**config.mk**
```make
export PLATFORM = sky130hd
export DESIGN_NAME = tinker_fetch_unit
export DESIGN_NICKNAME = d
export VERILOG_FILES = /design/src/rtl/tinker_fetch_unit.sv
export SDC_FILE = /design/constraint.sdc
export NUM_CORES = 1
export LEC_CHECK = 0
export BUFFER_PORTS_ARGS = -buffer_cell sky130_fd_sc_hd__buf_2
export CORE_ASPECT_RATIO = 0.6
export CORE_MARGIN = 5
export CORE_UTILIZATION = 30
export CTS_CLUSTER_SIZE = 24
export DETAILED_ROUTE_END_ITERATION = 10
export GPL_TIMING_DRIVEN = 0
export HOLD_SLACK_MARGIN = 0.02
export SYNTH_ARGS = -nofsm -noshare
export SYNTH_HDL_FRONTEND = slang
export SYNTH_SLANG_ARGS = --single-unit
```
**constraint.sdc**
```tcl
create_clock -name clk -period 2.6 [get_ports clk]
set_input_delay 0.52 -clock clk [delete_from_list [all_inputs] [get_ports clk]]
set_output_delay 0.52 -clock clk [all_outputs]
set_load 0.1 [all_outputs]
```
**src/rtl/tinker_fetch_unit.sv**
```systemverilog
// tinker_fetch_unit: fetch stage of tinker_core. It owns the fetch PC, issues one word read at a time,
// and buffers returned words for decode. Optional perf counters are enabled with `define TINKER_FETCH_PERF_EN.
module tinker_fetch_unit #(
  parameter int              PC_W      = 64,
  parameter logic [PC_W-1:0] RESET_PC  = PC_W'(64'h2000),
  parameter int              BUF_DEPTH = 2
) (
  input  logic            clk,
  input  logic            reset,
  output logic            mem_req_valid,
  output logic [PC_W-1:0] mem_req_addr,
  input  logic            mem_req_ready,
  input  logic            mem_rsp_valid,
  input  logic [31:0]     mem_rsp_data,
  input  logic            redirect_valid,
  input  logic [PC_W-1:0] redirect_pc,
  input  logic            hlt_in,
  output logic            instr_valid,
  output logic [31:0]     instr_word,
  output logic [PC_W-1:0] instr_pc,
  input  logic            instr_ready,
  output logic            hlt,
  output logic            fetch_err
`ifdef TINKER_FETCH_PERF_EN
  ,
  output logic [31:0]     perf_fetched,
  output logic [31:0]     perf_stall
`endif
);

  localparam int PTR_W = (BUF_DEPTH > 1) ? $clog2(BUF_DEPTH) : 1;
  localparam int CNT_W = $clog2(BUF_DEPTH) + 1;
  localparam logic [CNT_W-1:0] DEPTH_C = CNT_W'(BUF_DEPTH);

  localparam logic [1:0] S_RUN  = 2'd0;
  localparam logic [1:0] S_WAIT = 2'd1;
  localparam logic [1:0] S_HALT = 2'd2;
  localparam logic [1:0] S_ERR  = 2'd3;

  logic [1:0]       r_state, w_state_nxt;
  logic [PC_W-1:0]  r_fetch_pc, w_fetch_pc_nxt;
  logic [PC_W-1:0]  r_req_pc, w_req_pc_nxt;
  logic             r_drop, w_drop_nxt;
  logic             r_mem_req_valid;
  logic [31:0]      r_buf_word [BUF_DEPTH];
  logic [PC_W-1:0]  r_buf_pc   [BUF_DEPTH];
  logic [PTR_W-1:0] r_rd_ptr, r_wr_ptr;
  logic [CNT_W-1:0] r_count, w_count_nxt;
  logic             w_active, w_fire_req, w_pop, w_push, w_flush;

  assign w_active   = (r_state == S_RUN) || (r_state == S_WAIT);
  assign w_fire_req = r_mem_req_valid & mem_req_ready;
  assign w_pop      = instr_valid & instr_ready;

  assign mem_req_valid = r_mem_req_valid;
  assign mem_req_addr  = r_fetch_pc;
  assign instr_valid   = (r_count != CNT_W'(0));
  assign instr_word    = r_buf_word[r_rd_ptr];
  assign instr_pc      = r_buf_pc[r_rd_ptr];
  assign hlt           = (r_state == S_HALT);
  assign fetch_err     = (r_state == S_ERR);

  // Control: halt beats misaligned redirect beats redirect beats normal fetch; HALT/ERR are terminal.
  always_comb begin
    w_state_nxt    = r_state;
    w_fetch_pc_nxt = r_fetch_pc;
    w_req_pc_nxt   = r_req_pc;
    w_drop_nxt     = r_drop;
    w_push         = 1'b0;
    w_flush        = 1'b0;
    if (!w_active) begin
      w_state_nxt = r_state;
    end else if (hlt_in) begin
      w_state_nxt = S_HALT;
      w_flush     = 1'b1;
    end else if (redirect_valid && (redirect_pc[1:0] != 2'b00)) begin
      w_state_nxt = S_ERR;
      w_flush     = 1'b1;
    end else if (redirect_valid) begin
      w_flush        = 1'b1;
      w_fetch_pc_nxt = redirect_pc;
      if (r_state == S_WAIT) begin
        // a response landing now is stale; otherwise the next one must be dropped
        if (mem_rsp_valid) begin
          w_state_nxt = S_RUN;
          w_drop_nxt  = 1'b0;
        end else begin
          w_drop_nxt  = 1'b1;
        end
      end else if (w_fire_req) begin
        w_state_nxt  = S_WAIT;
        w_req_pc_nxt = r_fetch_pc;
        w_drop_nxt   = 1'b1;
      end else begin
        w_drop_nxt   = 1'b0;
      end
    end else begin
      case (r_state)
        S_RUN: begin
          if (w_fire_req) begin
            w_state_nxt    = S_WAIT;
            w_req_pc_nxt   = r_fetch_pc;
            w_fetch_pc_nxt = r_fetch_pc + PC_W'(3'd4);
            w_drop_nxt     = 1'b0;
          end else begin
            w_state_nxt    = S_RUN;
          end
        end
        S_WAIT: begin
          if (mem_rsp_valid) begin
            w_push      = ~r_drop;
            w_drop_nxt  = 1'b0;
            w_state_nxt = S_RUN;
          end else begin
            w_state_nxt = S_WAIT;
          end
        end
        default: w_state_nxt = r_state;
      endcase
    end
  end

  // Next buffer occupancy.
  always_comb begin
    w_count_nxt = r_count;
    if (w_flush) begin
      w_count_nxt = CNT_W'(0);
    end else begin
      case ({w_push, w_pop})
        2'b10:   w_count_nxt = r_count + CNT_W'(1);
        2'b01:   w_count_nxt = r_count - CNT_W'(1);
        default: w_count_nxt = r_count;
      endcase
    end
  end

  // State, PCs and instruction buffer; request valid is precomputed from next state so it is registered.
  always_ff @(posedge clk or negedge reset) begin
    if (!reset) begin
      r_state         <= S_RUN;
      r_fetch_pc      <= RESET_PC;
      r_req_pc        <= PC_W'(0);
      r_drop          <= 1'b0;
      r_mem_req_valid <= 1'b0;
      r_rd_ptr        <= PTR_W'(0);
      r_wr_ptr        <= PTR_W'(0);
      r_count         <= CNT_W'(0);
      for (int i = 0; i < BUF_DEPTH; i++) begin
        r_buf_word[i] <= 32'd0;
        r_buf_pc[i]   <= PC_W'(0);
      end
    end else begin
      r_state         <= w_state_nxt;
      r_fetch_pc      <= w_fetch_pc_nxt;
      r_req_pc        <= w_req_pc_nxt;
      r_drop          <= w_drop_nxt;
      r_count         <= w_count_nxt;
      r_mem_req_valid <= (w_state_nxt == S_RUN) && (w_count_nxt < DEPTH_C);
      if (w_flush) begin
        r_rd_ptr <= PTR_W'(0);
        r_wr_ptr <= PTR_W'(0);
      end else begin
        if (w_push) begin
          r_buf_word[r_wr_ptr] <= mem_rsp_data;
          r_buf_pc[r_wr_ptr]   <= r_req_pc;
          r_wr_ptr             <= r_wr_ptr + PTR_W'(1);
        end
        if (w_pop) begin
          r_rd_ptr <= r_rd_ptr + PTR_W'(1);
        end
      end
    end
  end

`ifdef TINKER_FETCH_PERF_EN
  logic [31:0] r_perf_fetched, r_perf_stall;
  logic        w_stall;

  assign w_stall      = (r_state == S_RUN) && (r_count == DEPTH_C);
  assign perf_fetched = r_perf_fetched;
  assign perf_stall   = r_perf_stall;

  // Saturating performance counters.
  always_ff @(posedge clk or negedge reset) begin
    if (!reset) begin
      r_perf_fetched <= 32'd0;
      r_perf_stall   <= 32'd0;
    end else begin
      if (w_push && (r_perf_fetched != 32'hFFFF_FFFF)) begin
        r_perf_fetched <= r_perf_fetched + 32'd1;
      end
      if (w_stall && (r_perf_stall != 32'hFFFF_FFFF)) begin
        r_perf_stall <= r_perf_stall + 32'd1;
      end
    end
  end
`endif

endmodule

```
# After elaboration in Yosys (flattened, before gate mapping)
# Cells that the tools add are included.
word_totals:
  register_bits: 328
  latchBits: 0
  ramBits: 0
  mem_bits_ro: 0
  n_memories: 0
op_classes:
  n_addsub: 5
  n_mul: 0
  n_div: 0
  n_lt_le_gt_ge: 4
  n_eq_ne: 8
  shift: 0
  n_mux: 52
  bitwise_logic: 8
  reduce_logical: 17
op_table:
  columns: ["op", "n"]
  rows:
  - ["two-way mux 64 bit", 11]
  - ["bitwise mux 128 bit", 1]
  - ["two-way mux 32 bit", 4]
  - ["adder 64 x 3 -> 64 bit, second input constant", 1]
  - ["bitwise mux 64 bit", 1]
  - ["demux 64 bit (select 1 bit)", 1]
  - ["demux 32 bit (select 1 bit)", 1]
  - ["two-way mux 1 bit", 22]
  - ["two-way mux 2 bit", 8]
  - ["nonzero test 2 bit", 6]
  - ["AND reduction 5 bit", 2]
  - ["case mux 2 bit (2 select lines)", 2]
  - ["equality test 2 bit, second input constant", 3]
  - ["!= test 3 bit, second input constant", 2]
  - ["AND reduction 6 bit", 1]
  - ["equality test 2 x 1 -> 1 bit, second input constant", 2]
  - [">= comparator 2 bit, second input constant", 2]
  - ["zero test 2 bit", 2]
  - ["inverter 1 bit", 4]
  - ["inverter 1 -> 2 bit", 2]
  - ["logical AND 1 bit", 3]
  - ["nonzero test 3 bit", 1]
  - ["adder 1 bit, second input constant", 2]
  - ["adder 2 x 1 -> 2 bit, second input constant", 1]
  - ["8 further kinds", 9]

# Logic depth before layout (Yosys ltp)
depth:
  depth_word: 12
  depth_mapped: 9

# Worst setup path after synthesis
# No wires, ideal clock.
synth_timing:
  path_type: "register to register"
  from: "register r_fetch_pc[2], in the netlist mem_req_addr[2]"
  to: "register r_fetch_pc[60], in the netlist mem_req_addr[60]"
  setup_ns: 0.166
  arrival_time_ns: 3.335
  path_slack_ns: -0.901
  path_stages_with_launch: 10
  path_buffers: 2
  path_cell_list: "dfrtp_1 -> ha_1 -> nand3_1 -> or4_4 -> buf_6 -> or4_4 -> buf_6 -> or3_4 -> nand3_1 -> o311ai_2"
synth_via:
  elab_chain_len: 4
synth_lines:
  columns: ["element", "line_no", "rtl"]
  rows:
  - ["start: declaration", "41", "logic [PC_W-1:0] r_fetch_pc, w_fetch_pc_nxt;"]
  - ["start signal: assignment", "154", "r_fetch_pc <= w_fetch_pc_nxt;"]
  - ["adder 64 x 3 -> 64 bit", "103", "w_fetch_pc_nxt = r_fetch_pc + PC_W'(3'd4);"]
  - ["two-way mux 64 bit", "100", "if (w_fire_req) begin"]
  - ["two-way mux 64 bit", "98", "case (r_state)"]
  - ["two-way mux 64 bit", "79", "end else if (redirect_valid) begin"]
# Every way passes these cells. The select of a mux whose other input is x is not followed.
# A chain may end at the register's enable or synchronous reset.

# Worst setup path after layout
layout_timing:
  from: "register r_fetch_pc[18], in the netlist mem_req_addr[18]"
  to: "register r_fetch_pc[60], in the netlist mem_req_addr[60]"
# The elaborated chain is that of the path after synthesis.

==> flow_metrics.env <==
export IMPL_synth_cell_types=65
export IMPL_rr_endpoint="mem_req_addr[60]$_DFFE_PN0P_"
export IMPL_power_mw=11.5
export IMPL_worstSkewPairLatency_ns=0.53
export IMPL_syn_area_sq_mm=0.0152
export IMPL_die_y_microns=185
export IMPL_critPathBufInv=1
export IMPL_die_x_microns=301
export IMPL_grt_pass1_wl_microns=78800
export IMPL_clock_skew_final_ns=0.0161
export IMPL_switching_power_mw=2.94
export IMPL_power_frac_clock_pct=46.1
export IMPL_cp_slowest_cell="or4_4"
export IMPL_wire_per_inst_microns=23.0
export IMPL_path_delay_family="simple AND/OR/NAND/NOR gates"
export IMPL_max_cap_violations=0
export IMPL_min_period_ns=2.60
export IMPL_violations="setup timing"
export IMPL_drv_slew=0
export IMPL_peakVddDrop_v=0.000413
export IMPL_ios=267
export IMPL_grt_antenna_before_repair=4
export IMPL_drtPass1Iterations=5
export IMPL_dp_hpwl_microns=38200
export IMPL_ys_warn_count=0
export IMPL_path_max_fanout=8
export IMPL_num_vias=11900
export IMPL_grt_usage_pct=18.5
export IMPL_drt_iter0_drc=1146
export IMPL_finalHoldViolCount=0
export IMPL_routed_wirelength_microns=52800
export IMPL_reg2regPathDepth=7
export IMPL_cp_start_kind="register"
export IMPL_tns_ns=-0.00296
export IMPL_rows=64
export IMPL_regArea_sq_mm=0.00829
export IMPL_grt_pass1_vias=12300
export IMPL_drc=0
export IMPL_coreArea_sq_mm=0.0506
export IMPL_cts_buffer_depth=3
export IMPL_rsz0062_at_grt="true"
export IMPL_fmax_mhz=384
export IMPL_crit_type="reg2reg"
export IMPL_clkSlewWorstSetupHoldPaths_ns=0.06
export IMPL_end_kind="register"
export IMPL_initial_core_util_pct=30.1
export IMPL_nFillCells=4897
export IMPL_min_path_type="in2async"
export IMPL_die_area_sq_mm=0.0555
export IMPL_synth_edf_count=0
export IMPL_port_buffers=266
export IMPL_multi_input_area_sq_mm=0.00681
export IMPL_setup_ws_ns=-0.00296
export IMPL_synth_cells=1241
export IMPL_drive_gt1_share_pct=51.8
export IMPL_finalNetCount=1682
export IMPL_worst_pin_slew_ns=0.899
export IMPL_crit_path_start="mem_req_addr[18]$_DFFE_PN0P_"
export IMPL_critPathArrivalTime_ns=2.99
export IMPL_worstPathRequired_ns=2.99
export IMPL_fin_crit_sh_pct=100
export IMPL_combPwrFrac_pct=7.9
export IMPL_cp_common_cell="or4_4"
export IMPL_cp_slowest_stage_delay_ns=0.65
export IMPL_ant_nets=0
export IMPL_leakage_nw=9.66
export IMPL_grt_max_degree=114
export IMPL_p_seq_share_pct=46.0
export IMPL_ys_flop_type="dfrtp_1"
export IMPL_synth_seq_cells=328
export IMPL_crit_chain="nand4_1, buf_4, or4_4, or4_4, or3_4, nand3_2, o311ai_2"
export IMPL_p_sw_share_pct=25.6
export IMPL_ctsHoldBuffers=0
export IMPL_fin_hold_ws_ns=0.0110
export IMPL_cts_sinks=328
export IMPL_synth_seq_area_share_pct=53.9
export IMPL_area_delta_synth_final_pct=29.4
export IMPL_status="finished, violations left"
export IMPL_routabilityCongestion=0.919
export IMPL_syn_nets=1347
export IMPL_numCtsBuffers=36
export IMPL_syn_avg_cell_area_sq_um=12.3
export IMPL_maxSlewHeadroom_pct=40.1
export IMPL_grt_overflow=0
export IMPL_clock_root_buffer="clkbuf_16"
export IMPL_ys_async_sr_fraction_pct=100
export IMPL_p_int_mw=8.52
export IMPL_routed_via_density=5.19
export IMPL_r2r_start="mem_req_addr[18]$_DFFE_PN0P_"
export IMPL_rrSetupSlack_ns=-0.003
export IMPL_final_util_pct=39.0
export IMPL_pwr_density_cell_mw_per_mm2=581
export IMPL_cts_max_level=2
export IMPL_setup_viol=1
export IMPL_cts_tree="built"
## per-layer routing
| layer | GRT usage (%) | vias up | share of wire, % |
|---|---|---|---|
| met2 | 30.1 | 447 | 46 |
| met3 | 3.61 | 100 | 6.8 |
| met4 | 5.40 | 2 | 3.1 |
| li1 | - | 5245 | - |
| met1 | 25.4 | 6111 | 44 |
| met5 | 0 | - | 0.025 |
## worst max path at each step
stage	endpoint	slack [ns]	cells after the start
finish	mem_req_addr[60]$_DFFE_PN0P_	-0.003	7
global route	mem_req_addr[60]$_DFFE_PN0P_	-0.04	7
CTS	instr_pc[51]	-0.05	4
detailed placement	r_buf_word[59]$_DFFE_PN0P_	-1.49	8
global placement	mem_req_addr[3]$_DFFE_PN0P_	-6.46	1
floorplan	mem_req_addr[60]$_DFFE_PN0P_	-0.29	8
## cells in the mapped netlist, types with 4 or more instances
library cell  number  area [sq um]
o21a_1             7          52.6
nor4_1            17           106
o22a_1             7          61.3
o22ai_1            8          50.1
nand2_1           66           248
dfrtp_1          327          8180
clkbuf_1          51           191
mux2_2           348          3920
nor2_1            60           225
inv_1              9          33.8
buf_2              8          40.0
nor2b_1            5          31.3
nor3_1            24           120
nand4_1           15          93.8
and2_1             9          56.3
and4_1             4          35.0
and3_1            17           106
o211ai_1           5          37.5
a21oi_1           37           185
o21ai_0           54           270
a2bb2oi_1          6          52.6
mux2i_1            7          70.1
nand3_1           44           220
or2_2              4          25.0
buf_1             17          63.8
or4_1              6          45.0
a31oi_1           13          81.3
a22oi_1           11          82.6
## registers in the layout, indices dropped and copies added (netlist names)
| signal | flops |
|---|---|
| r_count | 2 |
| r_rd_ptr | 1 |
| mem_req_valid | 1 |
| r_buf_word | 64 |
| mem_req_addr | 64 |
| r_wr_ptr | 1 |
| r_req_pc | 64 |
| r_state | 2 |
| r_buf_pc | 128 |
| r_drop | 1 |
## kinds of logic (layout without fill, tap and decap cells)
family	count (synthesis)	count (layout)	share of synthesized area [%]
other	0	3	0
adder cells (fa/ha/maj)	3	3	0.246
AND/OR/NAND/NOR	291	291	9.93
flip-flops	328	328	53.9
AO/OA/AOI/OAI	174	174	7.29
multiplexers	355	355	26.2
buffers and inverters	88	447	2.33
XOR/XNOR	2	2	0.115
## cells in the final DEF (no fill, tap or decap), drive strengths merged, types with 9 or more instances in the layout
master,count
dfrtp,327
and2,9
nand2,66
nor2,60
nor3,24
a31oi,13
a21oi,37
clkbuf,97
inv,9
mux2,348
buf,330
nand3,45
a22oi,11
and3,17
nor4,19
nand4,15
o21ai,54
## power by group through the flow
stage	Sequential [mW]	Combinational [mW]	Clock [mW]
6_report	5.27	0.905	5.28
5_1_grt	5.27	0.960	5.62
4_1_cts	5.27	0.897	5.44
3_5_place_dp	5.36	0.889	0
3_3_place_gp	5.36	0.867	0
2_1_floorplan	5.64	0.211	0
## cell type report
class / count / share of cell area [%]
buffer: 70 / 2.46
tap: 693 / 4.40
antenna: 3 / 0.0381
sequential: 328 / 42.1
clock buffer: 52 / 5.24
multi-input combinational: 825 / 34.5
inverter: 10 / 0.197
clock inverter: 10 / 0.806
timing repair buffer: 305 / 10.3
## through the flow
step	std cells	worst slack, ns	instance area, sq um
after global placement	2200	-6.46	17600
after detailed placement	2202	-1.49	17600
after global routing	2296	-0.0447	19700
after CTS	2279	-0.0470	19500
after floorplan	1241	-0.288	15400
final	2296	-0.00296	19700
## timing repair
action | CTS | global route
pin swaps | 7 | 6
gates cloned | 0 | 0
resized for setup | 174 | 53
endpoints found under the setup margin | 401 | 239
setup buffers | 23 | 14
endpoints found under the hold margin | 0 | 0
Note: power is estimated with default switching activity, not from simulation.
